===== src/rtl/uart_tx_frame_ctrl_if.sv =====
// Host-side handshake bundle for the UART transmit frame controller.
//   P_DATA      byte to send, sampled when accepted
//   DATA_VALID  request to send P_DATA
//   PAR_EN      1 = insert parity bit, sampled on accept
//   PAR_TYP     0 = even, 1 = odd parity, sampled on accept
//   busy        frame in progress
//   ready       DATA_VALID is accepted this cycle
interface uart_tx_frame_ctrl_if #(
  parameter int unsigned DATA_WIDTH = 8
);
  logic [DATA_WIDTH-1:0] P_DATA;
  logic                  DATA_VALID;
  logic                  PAR_EN;
  logic                  PAR_TYP;
  logic                  busy;
  logic                  ready;

  // Host side: drives requests, observes status.
  modport master (
    output P_DATA, DATA_VALID, PAR_EN, PAR_TYP,
    input  busy, ready
  );

  // Frame controller side.
  modport slave (
    input  P_DATA, DATA_VALID, PAR_EN, PAR_TYP,
    output busy, ready
  );
endinterface


===== src/rtl/uart_tx_frame_ctrl.sv =====
// UART transmit frame controller. Latches a parallel byte from the host, then
// sequences start bit, data bits (shifted out by the downstream serializer),
// optional parity bit and stop bit onto TX_OUT, one bit per clk cycle.
// Ports:
//   clk         system clock, rising edge
//   rst         synchronous active-low reset
//   host        host handshake (P_DATA, DATA_VALID, PAR_EN, PAR_TYP, busy, ready)
//   ser_DONE    serializer: last data bit is on ser_DATA this cycle
//   ser_DATA    serializer serial output
//   ser_EN      serializer enable
//   ser_P_DATA  latched byte driven to the serializer
//   TX_OUT      UART line, idle high (combinational mux of state and data)
module uart_tx_frame_ctrl #(
  parameter int unsigned DATA_WIDTH = 8  // must match the serializer, max 15
) (
  input  logic                  clk,
  input  logic                  rst,
  uart_tx_frame_ctrl_if.slave   host,
  input  logic                  ser_DONE,
  input  logic                  ser_DATA,
  output logic                  ser_EN,
  output logic [DATA_WIDTH-1:0] ser_P_DATA,
  output logic                  TX_OUT
);

  typedef enum logic [2:0] {
    IDLE   = 3'd0,
    START  = 3'd1,
    DATA   = 3'd2,
    PARITY = 3'd3,
    STOP   = 3'd4
  } state_e;

  state_e                state_q, state_d;
  logic [DATA_WIDTH-1:0] data_q, data_d;
  logic                  par_en_q, par_en_d;
  logic                  par_typ_q, par_typ_d;
  logic                  ser_en_q, ser_en_d;
  logic                  busy_q, busy_d;
  logic                  ready_q, ready_d;
  logic                  load;

  // Next-state, latch and registered-output decode.
  always_comb begin
    state_d   = state_q;
    data_d    = data_q;
    par_en_d  = par_en_q;
    par_typ_d = par_typ_q;
    load      = 1'b0;

    unique case (state_q)
      IDLE:    load = host.DATA_VALID;
      START:   state_d = DATA;
      // DATA is left only on the serializer's done flag; no local bit count.
      DATA:    if (ser_DONE) state_d = par_en_q ? PARITY : STOP;
      PARITY:  state_d = STOP;
      // Accepting in STOP gives back-to-back frames with no idle gap.
      STOP:    begin
        load    = host.DATA_VALID;
        state_d = IDLE;
      end
      default: state_d = IDLE;
    endcase

    if (load) begin
      state_d   = START;
      data_d    = host.P_DATA;
      par_en_d  = host.PAR_EN;
      par_typ_d = host.PAR_TYP;
    end

    // Decoded from next state so the registered outputs track state_q exactly.
    ser_en_d = (state_d == START) || (state_d == DATA);
    busy_d   = (state_d != IDLE);
    ready_d  = (state_d == IDLE) || (state_d == STOP);
  end

  // State and output registers.
  always_ff @(posedge clk) begin
    if (!rst) begin
      state_q   <= IDLE;
      data_q    <= '0;
      par_en_q  <= 1'b0;
      par_typ_q <= 1'b0;
      ser_en_q  <= 1'b0;
      busy_q    <= 1'b0;
      ready_q   <= 1'b1;
    end else begin
      state_q   <= state_d;
      data_q    <= data_d;
      par_en_q  <= par_en_d;
      par_typ_q <= par_typ_d;
      ser_en_q  <= ser_en_d;
      busy_q    <= busy_d;
      ready_q   <= ready_d;
    end
  end

  // Line mux: data bits pass straight through from the serializer.
  always_comb begin
    TX_OUT = 1'b1;
    unique case (state_q)
      IDLE:    TX_OUT = 1'b1;
      START:   TX_OUT = 1'b0;
      DATA:    TX_OUT = ser_DATA;
      PARITY:  TX_OUT = (^data_q) ^ par_typ_q;
      STOP:    TX_OUT = 1'b1;
      default: TX_OUT = 1'b1;
    endcase
  end

  assign ser_EN     = ser_en_q;
  assign ser_P_DATA = data_q;
  assign host.busy  = busy_q;
  assign host.ready = ready_q;

endmodule

===== src/flat_wrapper.sv =====
// flat-port wrapper written by rule: the top's interface ports become plain ports
module uart_tx_frame_ctrl_flat 
#(
  parameter int unsigned DATA_WIDTH = 8                                      
)
  (clk, rst, ser_DONE, ser_DATA, ser_EN, ser_P_DATA, TX_OUT, host_P_DATA, host_DATA_VALID, host_PAR_EN, host_PAR_TYP, host_busy, host_ready);
  uart_tx_frame_ctrl_if #(.DATA_WIDTH(DATA_WIDTH)) host_i ();
  input  logic clk;
  input  logic rst;
  input  logic ser_DONE;
  input  logic ser_DATA;
  output logic ser_EN;
  output logic [DATA_WIDTH-1:0] ser_P_DATA;
  output logic TX_OUT;
  input wire logic [$bits(host_i.P_DATA)-1:0] host_P_DATA;
  input wire logic [$bits(host_i.DATA_VALID)-1:0] host_DATA_VALID;
  input wire logic [$bits(host_i.PAR_EN)-1:0] host_PAR_EN;
  input wire logic [$bits(host_i.PAR_TYP)-1:0] host_PAR_TYP;
  output wire logic [$bits(host_i.busy)-1:0] host_busy;
  output wire logic [$bits(host_i.ready)-1:0] host_ready;
  assign host_i.P_DATA = host_P_DATA;
  assign host_i.DATA_VALID = host_DATA_VALID;
  assign host_i.PAR_EN = host_PAR_EN;
  assign host_i.PAR_TYP = host_PAR_TYP;
  assign host_busy = host_i.busy;
  assign host_ready = host_i.ready;
  uart_tx_frame_ctrl #(.DATA_WIDTH(DATA_WIDTH)) u_core (.clk(clk), .rst(rst), .host(host_i), .ser_DONE(ser_DONE), .ser_DATA(ser_DATA), .ser_EN(ser_EN), .ser_P_DATA(ser_P_DATA), .TX_OUT(TX_OUT));
endmodule

===== config.mk =====
export PLATFORM = sky130hd
export DESIGN_NAME = uart_tx_frame_ctrl_flat
export DESIGN_NICKNAME = d
export VERILOG_FILES = /design/src/rtl/uart_tx_frame_ctrl_if.sv /design/src/rtl/uart_tx_frame_ctrl.sv /design/src/flat_wrapper.sv
export SDC_FILE = /design/constraint.sdc
export NUM_CORES = 1
export LEC_CHECK = 0
export ABC_CLOCK_PERIOD_IN_PS = 1480
export BUFFER_PORTS_ARGS = -buffer_cell sky130_fd_sc_hd__clkbuf_2
export CAP_MARGIN = 10
export CORE_MARGIN = 2
export CORE_UTILIZATION = 40
export DETAILED_ROUTE_END_ITERATION = 6
export HOLD_SLACK_MARGIN = 0.15
export PLACE_DENSITY = 0.79
export SLEW_MARGIN = 20
export SYNTH_ARGS = -nofsm -noshare
export SYNTH_HDL_FRONTEND = slang
export SYNTH_SLANG_ARGS = --single-unit

===== constraint.sdc =====
create_clock -name clk -period 1.48 [get_ports clk]
set_clock_uncertainty 0.15 [all_clocks]
set_input_delay 0.444 -clock clk [delete_from_list [all_inputs] [get_ports clk]]
set_output_delay 0.444 -clock clk [all_outputs]
set_load 0.005 [all_outputs]

==> results of run 1 <==
## power by group
part | internal, mW | switching, mW
Sequential | 0.467 | 0.0217
Clock | 0.149 | 0.137
Combinational | 0.151 | 0.0983
## worst paths after layout
kind                                startpoint                           endpoint  depth (start not counted)
max          u_core.ser_P_DATA[5]$_SDFFE_PN0P_                             TX_OUT                          5
min                             host_P_DATA[0]  u_core.ser_P_DATA[0]$_SDFFE_PN0P_                          3
min reg2reg       u_core.par_en_q$_SDFFE_PN0P_       u_core.par_en_q$_SDFFE_PN0P_                          2
max reg2reg       u_core.state_q[0]$_SDFF_PN0_      u_core.par_typ_q$_SDFFE_PN0P_                          5
## worst max-delay path: stages, from the launching register on
cell and delay, ns:
dfxtp_2 0.34, xor2_1 0.16, xnor3_1 0.42, nand4b_1 0.09
o211ai_1 0.09, clkbuf_2 0.12
## through the flow
stage / utilization [%] / hold WS (ns) / cells
2_1_floorplan: - / 0.3489 / 71
3_3_place_gp: 56.24 / 0.3623 / 132
3_5_place_dp: 56.24 / 0.3925 / 132
4_1_cts: 58.30 / 0.2678 / 136
5_1_grt: 61.06 / 0.2687 / 136
6_report: 61.06 / 0.2717 / 136
## state kept, by name (all words and copies together) (netlist names)
| signal | flops |
|---|---|
| u_core.host.busy | 1 |
| u_core.host.ready | 1 |
| u_core.par_en_q | 1 |
| u_core.par_typ_q | 1 |
| u_core.ser_EN | 1 |
| u_core.ser_P_DATA | 8 |
| u_core.state_q | 3 |
## metal layers
metal	routed length, um	part of all wire (%)	vias up
li1	-	-	326
met3	82	5.1	6
met1	703	43	298
met5	0	0	-
met4	25	1.5	0
met2	811	50	27
## cell families (layout without fill, tap and decap cells)
logic type	Yosys count	in the layout	share of synthesized area, %
and+or+nand+nor	23	23	20.69
DFF	16	16	42.04
muxes	10	10	13.14
AOI/OAI and AO/OA	9	9	9.030
buffers and inverters	7	47	6.403
xor gates and xnor gates	6	6	8.704
## area by class of cell
class                   instances  area, um2  share of cell area [%]
clock buffers                   4      36.28                   3.368
repair buffers                 40      264.0                   24.51
well taps                      25      31.28                   2.904
multi-input cells              48      404.1                   37.51
flip-flops and latches         16      330.3                   30.66
inverters                       3      11.26                   1.045
## placed cells by master, fill, tap and decap left out, drive strengths merged, types with 2 or more instances in the layout
master,count
mux2i,10
nor3b,2
xnor2,3
dfxtp,16
nor2b,11
o21ai,2
clkbuf,29
nand2,2
xor2,2
inv,3
nor2,3
buf,15
## repair_timing
| item | CTS | global route |
|---|---|---|
| pin swaps | 0 | 3 |
| setup buffers | 0 | 0 |
| endpoints found under the setup margin | 1 | 17 |
| gates resized for setup | 0 | 16 |
==> impl_metrics.toml, run 1 <==
[run_status]
status = "finished with violations"
failed_checks = "negative setup slack"

[grt]
met2_usage_pct = 26.76
globalRouteOverflowTotal = 0
grt_pass1_vias = 600
grt-busiest-layer = "met2"
gr-usage-met1_pct = 19.31
grt_max_degree = 11
grt_pass1_wl_mm = 2.463
antenna_found_initial = 0
grt.met3_usage_pct = 4.528
grt_use_total_pct = 16.06

[clocking]
root_buffer = "clkbuf_4"
clockBufferDepth = 2
cts_sinks = 16
clkLatencyLatePin_ns = 0.28
cts_inserted_buffers = 3
cts.clk_slew.worst_paths_ns = 0.10
h-tree-depth = 1
cts_tree = "done"
postCtsHoldBufs = 0

[timing]
fin_crit_ns = 2.104
tightest_slew_ns = 0.2644
rsz0062_at_grt = "true"
fmax_ghz = 0.4753
min_period_over_period_pct = 142.1
setup_tns_ns = -0.6419
maxSlewHeadroom_pct = 82.37
hold_viol = 0
setup_viol = 2
fin_ws_ns = -0.6238
drv_slew = 0

[synth]
synth.largest_area_cell = "dfxtp_1"
syn_inst = 71
synth-edff-count = 0
syn-num-nets = 86
synth_cell_type_count = 27
synthTopCellsByArea = "dfxtp_1, mux2i_1, nor2b_1, buf_6, xnor2_1"
ys_seq_area_share_pct = 42.04
synth_ff_type = "dfxtp_1"
avgSynthCellArea_um2 = 10.73
synth_top_area_share_pct = 42.04
async_flop_share_pct = 0
yosysMostFrequentCell = "dfxtp_1"
netlist_area_um2 = 762.0
synthTopCellsByCount = "dfxtp_1, nor2b_1, mux2i_1"
synth_warnings = 0
synth-seq-cells = 16

[setup_path]
cp-start-kind = "register"
ff2ff_setup_slack_ns = 0.05
worst_setup_path_end_kind = "output pin"
crit_type = "reg -> out"
worstPathMaxFanout = 2
critical_path_arrival_ns = 1.51
required_ns = 0.89

[cells_and_area]
antenna_cells = 0
syn2layout_area_growth_pct = 41.38
nets = 127
stdcell_area_mm2 = 0.001077
nFillCells = 160
drive_gt1_share_pct = 50.45

[place]
place_congestion = 0.7978
dp_hpwl_mm = 1.226
pre_cts_ws_ns = -0.3310
place_area_um2 = 992.2
port_buffers = 26

[floorplanning]
rows = 15
start_util_pct = 43.19
die_w_um = 47.65
die-area_mm2 = 0.002270
core_mm2 = 0.001764
die_height_um = 47.65
ioPinCount = 27

[detailed_routing]
dr.pass1.iters = 4
vias = 657
drt-initial-drc-count = 14
drc_errors = 0
finalWirelength_mm = 1.623
antenna_left = 0
wire_per_inst_um = 11.93
viasPerCell = 4.831

[power_and_ir_drop]
power_density_mw_per_mm2 = 950.4
ir_drop_v = 0.0005223
p_leak_nw = 0.5327
total_power_mw = 1.024

[run]
drv_cap = 0

[worst_hold_path]
hold_path.class = "in -> reg"
Note: power is estimated with default switching activity, not from simulation.
==> run 2, diff against run 1 <==
--- a/config.mk
+++ b/config.mk
@@ -5,6 +5,7 @@
 export SDC_FILE = /design/constraint.sdc
 export NUM_CORES = 1
 export LEC_CHECK = 0
+export ABC_AREA = 1
 export ABC_CLOCK_PERIOD_IN_PS = 1480
 export BUFFER_PORTS_ARGS = -buffer_cell sky130_fd_sc_hd__clkbuf_2
 export CAP_MARGIN = 10
==> run 2 against run 1 <==
  * The flow still finishes with violations (negative setup slack)
  * Sequential cell count did not move
  * Sequential share of layout area rose by 1.5 points
  * Register-to-register slack better by 0.17 ns
  * First-iteration DRC count down 57%
  * Critical path depth rose by 6
  * Routed wire length fell by 6.2%
  * Synthesized cell count rose by 69%
  * Non-clock buffer count decreased by 9
  * Synthesized area grew 3.4%
  * Via count grew 20%
  * Final cell count up 32%
  * Clock power barely moved
==> impl_metrics.toml, run 2 <==
[cells_and_area]
syn2layout_area_growth_pct = 33.18
antenna_cells = 0
layout_common_cells = "nand2_1, clkbuf_2, o21ai_1, a21oi_1, inv_2"
nets = 168
stdcell_area_mm2 = 0.001050
largest_reg_flops = 8
final_common_cell = "nand2_1"
drive_gt1_share_pct = 44.74

[detailed_routing]
antenna_left = 0
wire_per_inst_um = 8.503
wl_met2_um = 743
dr.pass1.iters = 4
wl_met3_um = 79
drt-met1-wl_um = 699
routed.top_layer = "met3"
finalWirelength_mm = 1.522
vias = 788
drc_errors = 0
viasPerCell = 4.402
drt-initial-drc-count = 6

[synth]
synthTopCellsByArea = "dfxtp_1, nand2_1, o21ai_1, a21oi_1, inv_1"
synth-seq-cells = 16
ys_seq_area_share_pct = 40.63
synth_top_area_share_pct = 40.63
synth_cell_type_count = 16
async_flop_share_pct = 0
netlist_area_um2 = 788.3
syn-num-nets = 135
yosysMostFrequentCell = "nand2_1"
synth-edff-count = 0
synthTopCellsByCount = "nand2_1, dfxtp_1, inv_1, o21ai_1, a21oi_1"
synth_warnings = 0
synth.largest_area_cell = "dfxtp_1"
syn_inst = 120
synth_ff_type = "dfxtp_1"
avgSynthCellArea_um2 = 6.569

[power_and_ir_drop]
power_density_mw_per_mm2 = 987.4
swShare_pct = 29.43
sequentialPowerShare_pct = 48.2
clkPwrFrac_pct = 27.6
total_power_mw = 1.037
p_leak_nw = 0.5289
power_frac_comb_pct = 24.2
ir_drop_v = 0.0006005
p_switching_mw = 0.3050
internal_power_mw = 0.7315

[setup_path]
ff2ff_setup_slack_ns = 0.22
worstPathMaxFanout = 4
endpoint = "TX_OUT"
cpMostUsedCell = "nand2_1"
cp-start-kind = "register"
r2r_cells = 6
worst-path-buf-inv = 2
critical_path_arrival_ns = 1.35
crit_start = "u_core.ser_P_DATA[3]$_SDFFE_PN0P_"
worst_setup_path_end_kind = "output pin"
path_depth = 11
timing.rr.end = "u_core.ser_P_DATA[2]$_SDFFE_PN0P_"
crit_type = "reg -> out"
r2r-start = "u_core.state_q[0]$_SDFF_PN0_"
required_ns = 0.89
cp_top_family = "simple AND/OR/NAND/NOR gates"
max_stage_delay_ns = 0.37
worst_path_max_delay_cell = "dfxtp_4"
crit_chain = "nand2_2 -> inv_1 -> nor2_2 -> nand2_1 -> nand2_1 -> nand2_1 -> nand2_1 -> nand2_1 -> nand3_1 -> nand2_1 -> clkbuf_2"

[timing]
rsz0062_at_grt = "true"
fin_crit_ns = 1.943
tightest_slew_ns = 0.3164
fmax_ghz = 0.5147
drv_slew = 0
min_period_over_period_pct = 131.3
setup_viol = 1
maxSlewHeadroom_pct = 78.87
hold_viol = 0
setup_tns_ns = -0.4630
fin_ws_ns = -0.4630

[clocking]
root_buffer = "clkbuf_4"
clockBufferDepth = 2
cts_inserted_buffers = 3
cts.clk_slew.worst_paths_ns = 0.10
postCtsHoldBufs = 0
cts_sinks = 16
cts_setup_buffers = 0
clkLatencyLatePin_ns = 0.28
cts_tree = "done"
h-tree-depth = 1

[floorplanning]
start_util_pct = 41.45
core_mm2 = 0.001902
ioPinCount = 27
die_height_um = 48.39
die-area_mm2 = 0.002342
die_w_um = 48.39
rows = 16

[place]
port_buffers = 26
dp_hpwl_mm = 1.200
place_congestion = 0.7493
place_area_um2 = 985.9

[grt]
grt_pass1_vias = 697
grt_max_degree = 21
grt_pass1_wl_mm = 2.815
antenna_found_initial = 0
grt_use_total_pct = 14.87
globalRouteOverflowTotal = 0

[worst_hold_path]
min_from = "host_P_DATA[4]"
hold_path.class = "in -> reg"

[run_status]
status = "finished with violations"
failed_checks = "negative setup slack"

[run]
drv_cap = 0
[run 2: changes by cell type after synthesis, moves of 4 or more]
cell / before / now
a21oi_1: 1 / 11
inv_1: 3 / 12
inv_2: 0 / 6
mux2i_1: 10 / 0
nand2_1: 2 / 43
nor2_1: 3 / 7
nor2b_1: 11 / 0
o21ai_1: 1 / 12
[run 2: routing by layer]
| layer | track usage, % | vias to the layer above |
|---|---|---|
| li1 | - | 435 |
| met1 | 19.53 | 335 |
| met2 | 24.31 | 18 |
| met3 | 3.086 | 0 |
| met4 | 5.238 | 0 |
| met5 | 0 | - |
[run 2: cells by family (layout without fill, tap and decap cells)]
group,after synthesis,in the layout,synth area share (%)
AND/OR/NAND/NOR,58,58,32.70
AO/OA/AOI/OAI,25,25,16.35
buffers and inverters,21,53,10.32
flip-flops,16,16,40.64
[run 2: worst min-delay path by stage]
| stage | to | slack (ns) | cells past startpoint |
|---|---|---|---|
| floorplan | u_core.par_en_q$_SDFFE_PN0P_ | 0.29 | 2 |
| global placement | u_core.par_typ_q$_SDFFE_PN0P_ | 0.30 | 2 |
| detailed placement | u_core.par_typ_q$_SDFFE_PN0P_ | 0.32 | 2 |
| CTS | u_core.ser_P_DATA[6]$_SDFFE_PN0P_ | 0.27 | 3 |
| global route | u_core.ser_P_DATA[0]$_SDFFE_PN0P_ | 0.27 | 3 |
| finish | u_core.ser_P_DATA[4]$_SDFFE_PN0P_ | 0.27 | 3 |
[run 2: layout make-up]
type | count | area [um2]
inverter | 18 | 67.56
tap | 27 | 33.78
multi-input combinational | 83 | 406.6
timing repair buffer | 31 | 167.7
clock buffer | 4 | 36.28
sequential | 16 | 337.8
fill | 192 | 852.1
[run 2: per-stage QoR]
step	instances	worst slack [ns]	hold WS, ns	utilization (%)
finish	179	-0.4630	0.2732	55.20
global route	179	-0.5976	0.2723	55.20
CTS	179	-0.4929	0.2701	53.88
detailed placement	175	-0.1689	0.3159	51.84
global placement	175	-0.1343	0.3045	51.84
floorplan	120	0.002590	0.2948	-
[run 2: worst register-to-register path: stages, from the launching register on]
cell and delay (ns):
dfxtp_1 0.33, inv_2 0.07, nand2_1 0.05, nor2_1 0.14
inv_2 0.17, o21ai_1 0.18, a21oi_1 0.05
[run 2: power by group through the flow]
stage / Sequential (mW) / Clock (mW) / Combinational, mW
4_1_cts: 0.500 / 0.297 / 0.242
2_1_floorplan: 0.509 / 0 / 0.155
3_5_place_dp: 0.509 / 0 / 0.241
3_3_place_gp: 0.506 / 0 / 0.235
5_1_grt: 0.505 / 0.319 / 0.293
6_report: 0.499 / 0.287 / 0.251
[run 2: repair_timing]
| item | in CTS | in global routing |
|---|---|---|
| endpoints found under the setup margin | 1 | 1 |
| pin swaps | 1 | 4 |
| resized for setup | 1 | 14 |
==> run 3, diff against run 2 <==
--- a/config.mk
+++ b/config.mk
@@ -6,14 +6,14 @@
 export NUM_CORES = 1
 export LEC_CHECK = 0
 export ABC_AREA = 1
-export ABC_CLOCK_PERIOD_IN_PS = 1480
+export ABC_CLOCK_PERIOD_IN_PS = 2000
 export BUFFER_PORTS_ARGS = -buffer_cell sky130_fd_sc_hd__clkbuf_2
 export CAP_MARGIN = 10
 export CORE_MARGIN = 2
-export CORE_UTILIZATION = 40
+export CORE_UTILIZATION = 47
 export DETAILED_ROUTE_END_ITERATION = 6
 export HOLD_SLACK_MARGIN = 0.15
-export PLACE_DENSITY = 0.79
+export PLACE_DENSITY = 0.86
 export SLEW_MARGIN = 20
 export SYNTH_ARGS = -nofsm -noshare
 export SYNTH_HDL_FRONTEND = slang
==> constraint.sdc (replaced) <==
create_clock -name clk -period 2 [get_ports clk]
set_clock_uncertainty 0.15 [all_clocks]
set_input_delay 0.6 -clock clk [delete_from_list [all_inputs] [get_ports clk]]
set_output_delay 0.6 -clock clk [all_outputs]
set_load 0.005 [all_outputs]
==> run 3 against run 2 <==
  * The run still ends with negative setup slack left
  * Sequential cell count unchanged
  * Sequential share of layout area up 1.5 points
  * Total power down 30%
  * Global-route usage up 3.4 points
  * Clock-buffer cell count down 1
==> impl_metrics.toml, run 3 (synthesized netlist as in run 2, its figures left out) <==
[run_status]
status = "finished with violations"
failed_checks = "negative setup slack"

[cells_and_area]
final_common_cell = "nand2_1"
nets = 163
final_util_pct = 64.04
layout_common_cells = "nand2_1, clkbuf_2, o21ai_1, a21oi_1, inv_2"
antenna_cells = 0
final_cells = 162
syn2layout_area_growth_pct = 25.24
nFillCells = 143
drive_gt1_share_pct = 43.15
largest_reg_flops = 8

[grt]
grt.met3_usage_pct = 2.400
gr-usage-met1_pct = 21.70
globalRouteOverflowTotal = 0
grt_use_total_pct = 18.24
grt_pass1_wl_mm = 2.739
grt_max_degree = 21
met2_usage_pct = 32.86
grt_pass1_vias = 699
antenna_found_initial = 0
grt-busiest-layer = "met2"

[clocking]
cts_tree = "done"
cts_sinks = 16
h-tree-depth = 1
clockBufferDepth = 2
cts_inserted_buffers = 3
postCtsHoldBufs = 0
cts.clk_slew.worst_paths_ns = 0.09
root_buffer = "clkbuf_4"
clkLatencyLatePin_ns = 0.29
cts_setup_buffers = 0

[detailed_routing]
vias = 804
finalWirelength_mm = 1.613
dr.pass1.iters = 4
wire_per_inst_um = 9.957
viasPerCell = 4.963
antenna_left = 0
drt-initial-drc-count = 9
drc_errors = 0

[power_and_ir_drop]
internal_power_mw = 0.4935
clkPwrFrac_pct = 23.2
p_leak_nw = 0.4994
sequentialPowerShare_pct = 51.5
power_density_mw_per_mm2 = 730.4
p_switching_mw = 0.2275
ir_drop_v = 0.0004043
swShare_pct = 31.55
power_frac_comb_pct = 25.3

[setup_path]
required_ns = 1.25
max_stage_delay_ns = 0.37
worst_path_max_delay_cell = "dfxtp_4"
critical_path_arrival_ns = 1.39
crit_start = "u_core.ser_P_DATA[4]$_SDFFE_PN0P_"
r2r-start = "u_core.state_q[0]$_SDFF_PN0_"
worst_setup_path_end_kind = "output pin"
cp-start-kind = "register"
crit_chain = "inv_4 -> nand2_1 -> nand2_1 -> nand2_1 -> nand2_1 -> nand2_2 -> nand2_1 -> nand2_1 -> nand3_2 -> nand2_1 -> buf_2"
crit_type = "reg -> out"
cpMostUsedCell = "nand2_1"
worstPathMaxFanout = 4

[floorplanning]
die_height_um = 44.95
start_util_pct = 51.14
ioPinCount = 27
rows = 14
core_mm2 = 0.001541
die-area_mm2 = 0.002021
die_w_um = 44.95

[worst_hold_path]
hold_path.class = "reg -> reg"
min_from = "u_core.par_en_q$_SDFFE_PN0P_"

[place]
dpl.cell_count = 159
place_congestion = 0.7755
port_buffers = 26
dp_hpwl_mm = 1.282

[timing]
hold_viol = 0
min_period_over_period_pct = 106.9
setup_viol = 1
maxSlewHeadroom_pct = 79.46
drv_slew = 0
hold_ws_ns = 0.3293
rsz0062_at_grt = "true"
fmax_ghz = 0.4679
fin_crit_ns = 2.137
fin_ws_ns = -0.1373
tightest_slew_ns = 0.3076

[run]
drv_cap = 0
-- run 3: area by class of cell --
cell class	instances	area, um2	area share (%)
timing repair buffer	26	130.1	13.18
sequential	16	332.8	33.71
multi-input combinational	83	411.6	41.70
clock buffer	3	22.52	2.281
tap	16	20.02	2.028
inverter	18	70.07	7.098
-- run 3: routing by layer --
| metal | part of all wire (%) | up-vias |
|---|---|---|
| met5 | 0 | - |
| met4 | 1.5 | 0 |
| met3 | 4.2 | 2 |
| met2 | 51 | 15 |
| met1 | 44 | 361 |
| li1 | - | 426 |
-- run 3: critical path, delay by kind of cell, from the launching register on --
| kind | cells | cell delay, ns |
|---|---|---|
| flip-flops | 1 | 0.37 |
| buffers and inverters | 2 | 0.17 |
| AND/OR/NAND/NOR | 9 | 0.55 |
-- run 3: what timing repair did --
item | CTS | global route
pin swaps | 1 | 6
setup endpoints to repair | 1 | 1
resized for setup | 12 | 12
cloned | 0 | 0
-- run 3: power groups by stage --
stage                     Combinational [mW]  Clock, mW  Sequential, mW
after floorplan                        0.115          0           0.373
after global placement                 0.164          0           0.371
after detailed placement               0.170          0           0.373
after CTS                              0.173      0.170           0.370
after global routing                   0.211      0.177           0.375
final                                  0.182      0.168           0.371
-- run 3: metrics by stage --
step	setup WS (ns)	cell area (um2)	power, mW	TNS, ns
after global placement	0.2014	924.6	0.5349	0
after global routing	-0.2516	987.2	0.7628	-0.2516
after detailed placement	0.1464	924.6	0.5432	0
after CTS	-0.1073	962.2	0.7130	-0.1073
after floorplan	0.3366	788.3	0.4880	0
final	-0.1373	987.2	0.7210	-0.1373
-- run 3: path summary, 6_finish.rpt --
kind / end / slack (ns) / cells past startpoint
hold / removal: u_core.par_en_q$_SDFFE_PN0P_ / 0.33 / 2
setup / recovery: TX_OUT / -0.14 / 11
setup reg to reg: u_core.ser_P_DATA[7]$_SDFFE_PN0P_ / 0.70 / 6
hold reg to reg: u_core.par_en_q$_SDFFE_PN0P_ / 0.33 / 2
